`config.mk`:
```
export PLATFORM = sky130hd
export DESIGN_NAME = mux2_stream_arbiter
export DESIGN_NICKNAME = d
export VERILOG_FILES = /design/src/rtl/mux2_stream_arbiter.sv
export SDC_FILE = /design/constraint.sdc
export NUM_CORES = 1
export LEC_CHECK = 0
export CORE_UTILIZATION = 28
export DETAILED_ROUTE_END_ITERATION = 7
export PLACE_DENSITY = 0.5
export SLEW_MARGIN = 20
export SYNTH_ARGS = -nofsm -noshare
export SYNTH_HDL_FRONTEND = slang
export SYNTH_SLANG_ARGS = --single-unit
```
`constraint.sdc`:
```
create_clock -name i_clk -period 5.2 [get_ports i_clk]
set_input_delay 0.52 -clock i_clk [delete_from_list [all_inputs] [get_ports i_clk]]
set_output_delay 0.52 -clock i_clk [all_outputs]
set_load 0.005 [all_outputs]
```
`src/rtl/mux2_stream_arbiter.sv`:
```
// Two-channel round-robin stream arbiter with burst locking, beat limit and a registered output stage.
// Latency: one cycle of arbitration in IDLE, then one register stage from accepted input beat to o_vy.
// Backpressure: owner's ready is (!o_vy || i_ry); the non-owner and IDLE never see ready.
module mux2_stream_arbiter #(
    parameter int WIDTH     = 8,
    parameter int MAX_BURST = 16,
    parameter int CNT_W     = 5
) (
    input  logic             i_clk,
    input  logic             i_rst_n,
    input  logic [WIDTH-1:0] i_d0,
    input  logic             i_v0,
    input  logic             i_l0,
    output logic             o_r0,
    input  logic [WIDTH-1:0] i_d1,
    input  logic             i_v1,
    input  logic             i_l1,
    output logic             o_r1,
    output logic [WIDTH-1:0] o_y,
    output logic             o_vy,
    output logic             o_ly,
    input  logic             i_ry,
    output logic             o_sel,
    output logic             o_busy
);

    typedef enum logic [1:0] {
        S_IDLE = 2'd0,
        S_OWN0 = 2'd1,
        S_OWN1 = 2'd2
    } state_t;

    state_t             r_state;
    state_t             w_state_nxt;
    logic               r_pri;
    logic               r_sel;
    logic               r_busy;
    logic [WIDTH-1:0]   r_y;
    logic               r_vy;
    logic               r_ly;
    logic [CNT_W-1:0]   r_cnt;

    logic               w_r0;
    logic               w_r1;
    logic               w_acc;
    logic               w_rel;
    logic [WIDTH-1:0]   w_dat;
    logic               w_dat_l;
    logic [CNT_W-1:0]   w_cnt_inc;
    logic               w_grant;

    // CNT_W is sized so that MAX_BURST fits; count+1 never wraps before the compare.
    assign w_cnt_inc = r_cnt + 1'b1;

    always_comb begin
        w_state_nxt = r_state;
        w_r0        = 1'b0;
        w_r1        = 1'b0;
        w_acc       = 1'b0;
        w_rel       = 1'b0;
        w_dat       = i_d0;
        w_dat_l     = i_l0;
        case (r_state)
            S_IDLE: begin
                if (i_v0 && i_v1)
                    w_state_nxt = r_pri ? S_OWN1 : S_OWN0;
                else if (i_v0)
                    w_state_nxt = S_OWN0;
                else if (i_v1)
                    w_state_nxt = S_OWN1;
            end
            S_OWN0: begin
                w_r0  = !r_vy || i_ry;
                w_acc = i_v0 && w_r0;
            end
            S_OWN1: begin
                w_r1    = !r_vy || i_ry;
                w_acc   = i_v1 && w_r1;
                w_dat   = i_d1;
                w_dat_l = i_l1;
            end
            default: w_state_nxt = S_IDLE;
        endcase
        // A forced release at the beat limit leaves Ly alone; the burst resumes after re-arbitration.
        w_rel = w_acc && (w_dat_l || (w_cnt_inc == CNT_W'(MAX_BURST)));
        if (w_rel)
            w_state_nxt = S_IDLE;
    end

    assign w_grant = (r_state == S_IDLE) && (w_state_nxt != S_IDLE);

    always_ff @(posedge i_clk or negedge i_rst_n) begin
        if (!i_rst_n) begin
            r_state <= S_IDLE;
            r_pri   <= 1'b0;
            r_sel   <= 1'b0;
            r_busy  <= 1'b0;
            r_y     <= '0;
            r_vy    <= 1'b0;
            r_ly    <= 1'b0;
            r_cnt   <= '0;
        end else begin
            r_state <= w_state_nxt;
            if (w_grant) begin
                r_sel  <= (w_state_nxt == S_OWN1);
                r_busy <= 1'b1;
                r_cnt  <= '0;
            end
            if (w_acc) begin
                r_y   <= w_dat;
                r_ly  <= w_dat_l;
                r_vy  <= 1'b1;
                r_cnt <= w_cnt_inc;
            end else if (r_vy && i_ry) begin
                r_vy <= 1'b0;
            end
            if (w_rel) begin
                r_pri  <= (r_state == S_OWN0);
                r_busy <= 1'b0;
                r_cnt  <= '0;
            end
        end
    end

    assign o_r0   = w_r0;
    assign o_r1   = w_r1;
    assign o_y    = r_y;
    assign o_vy   = r_vy;
    assign o_ly   = r_ly;
    assign o_sel  = r_sel;
    assign o_busy = r_busy;

endmodule

```
==> out/qor.yml <==
status: "finished, final reports clean"
tritoncts: "built"
coreArea_mm2: 0.00397
drv_slew: 0
synth_area_leader_cell: "dfrtp_1"
vias: 903
nFillCells: 414
routed_wl_mm: 2.58
p_sw_share_pct: 35.3
grt_pass1_wl_mm: 4.30
clk_latency_ps: 260
die_area_mm2: 0.00439
fin_nets: 174
holdCritPathClass: "flip-flop to flip-flop"
root_buffer: "clkbuf_8"
clkPwrFrac_pct: 15.7
start_util_pct: 29.1
p_total_mw: 0.771
post-route-drc-count: 0
crit_path_start_kind: "flip-flop"
pwr-share-seq_pct: 33.3
setup.worst_path.end_class: "primary output"
gp_congestion: 0.771
ant_nets: 0
clkSinkCount: 20
final.setup.tns_ps: 0
yosysWarnings: 0
ctsHtreeMaxLevel: 1
finalSetupViolations: 0
syn_nets: 135
synth_top_area_share_pct: 43.2
maxSlewHeadroom_pct: 38.3
ys_seq_elements: 20
diodes: 0
ys_seq_area_share_pct: 43.2
grt.total_usage_pct: 12.9
switchingPower_mw: 0.272
grt_setup_unrepaired: "no"
synth-edff-count: 0
pin_count: 37
worst_pin_slew_ps: 923
final.min_clock_period_ps: 2670
critical_path_required_ps: 4680
synth_area_leaders: "dfrtp_1 43%, mux2i_1 6.9%, nand2_1 5.2%"
synthToLayoutAreaGrowth_pct: 39.9
cts_resized: 0
first_pass_iters: 4
clk_pin_slew_ps: 80
row_count: 23
cts_buffers: 3
finalClockSkew_ps: 7.72
grt_pass1_vias: 881
multi_input_area_um2: 611
synth_area_mm2: 0.00116
cts_setup_buffers: 0
period_share_pct: 51.4
avgSynthCellArea_um2: 10.7
cp_max_fo: 11
crit_start: "r_state[0]"
p_int_mw: 0.499
p_leak_nw: 0.700
hold_buffers: 0
port_buffers: 36
fmax_ghz: 0.374
dp_hpwl_mm: 1.91
worstHoldStart: "o_y[1]"
grt_max_degree: 21
drive_above_1_share_pct: 13.0
path_class: "flip-flop to primary output"
p_per_area_mw_per_mm2: 476
ys.flop_type: "dfrtp_1"
clk_path_buf_depth: 2
wl_per_cell_um: 13.2
combPwrFrac_pct: 51.0
seq_area_um2: 500
die_y_um: 66.3
cp.arrival_ps: 2150
peakVddDrop_mv: 0.169
die_w_um: 66.3
viasPerCell: 4.61
synth_cell_types: 36
antenna_found_initial: 0
maxCapViolCount: 0
ys_async_sr_fraction_pct: 100
r2r_start: "r_state[0]"
grt-ovfl-total: 0
first_iter_violations: 24
syn-instance-count: 108
hold_viol_final: 0
[power by group through the flow]
stage,sequential [mW],combinational [mW],clock [mW]
finish,0.257,0.393,0.121
global placement,0.259,0.394,0
detailed placement,0.259,0.398,0
global route,0.266,0.436,0.130
floorplan,0.257,0.235,0
CTS,0.257,0.400,0.125
[synthesized netlist by cell type, types with 2 or more instances]
master and number:
xor2_1 2, mux2_4 2, and2_1 2, inv_1 8
o21ai_2 4, a21o_1 2, o21ai_0 9, a21oi_1 2
mux2i_1 8, ha_1 4, dfrtp_1 20, nand2b_1 2
nand3_1 2, nand2_1 16, nor2_1 3, a21boi_0 2
[critical path, stage by stage, from the launching register on]
cell and delay (ps):
dfrtp_1 430, inv_1 120, ha_1 580, and2_2 260, clkdlybuf4s50_1 490
[cell usage in the layout, fill, tap and decap left out, drive strengths merged, types with 2 or more instances in the layout]
cell type	netlist	layout
mux2i	8	8
mux2	3	3
nor2	4	4
a21o	3	3
ha	4	4
nand3	2	2
clkbuf	0	4
nand2b	2	2
dfrtp	20	20
o21ai	13	13
xor2	2	2
a21oi	2	2
inv	8	8
and2	3	3
a21boi	2	2
nand2	16	16
clkdlybuf4s50	0	36
[cell families (layout without fill, tap and decap cells)]
| group | count (synthesis) | count (layout) | share of synthesized area, % |
|---|---|---|---|
| buffers and inverters | 10 | 48 | 4.00 |
| adder cells (fa/ha/maj) | 4 | 4 | 4.32 |
| AND/OR/NAND/NOR | 34 | 34 | 17.0 |
| multiplexers | 11 | 11 | 10.5 |
| flip-flops | 20 | 20 | 43.2 |
| AO/OA/AOI/OAI | 27 | 27 | 19.5 |
| XOR/XNOR | 2 | 2 | 1.51 |
[sequential cells by signal, summed over array words and instances (netlist names)]
name,count
o_y,8
r_state,2
o_ly,1
o_vy,1
o_sel,1
r_pri,1
o_busy,1
r_cnt,5
[path summary, 6_finish.rpt]
kind                            end  slack [ps]  cells past startpoint
max reg2reg                  o_y[6]        2730                      5
min in group asynchronous     o_sel         770                      1
max                            o_r1        2530                      4
max in group asynchronous  r_cnt[2]        3860                      1
min reg2reg                  o_y[1]         490                      2
min                          o_y[1]         490                      2
[routing by layer]
layer | global-route usage (%) | share of wire [%] | wire length [µm] | vias to the layer above
met3 | 1.55 | 2.7 | 71 | 2
met1 | 17.3 | 48 | 1230 | 432
li1 | - | - | - | 453
met5 | 0 | 0 | 0 | -
met2 | 21.3 | 48 | 1250 | 16
met4 | 4.26 | 1.1 | 29 | 0
[through the flow]
stage                     hold slack, ps  area, µm²  util, %  worst slack (ps)  instances
after CTS                            489       1620     40.8              2500        196
after detailed placement             471       1560     39.4              2650        192
after floorplan                      224       1160        -              3330        108
after global placement               468       1560     39.4              2680        192
after global routing                 520       1620     40.8              2420        196
final                                486       1620     40.8              2530        196
[layout make-up]
type	instances	area share (%)
timing repair buffer	36	22.3
multi-input combinational	78	37.7
sequential	20	30.9
clock buffer	4	3.40
inverter	8	1.85
tap	50	3.86
No activity file was read; power rests on OpenSTA's default activity.
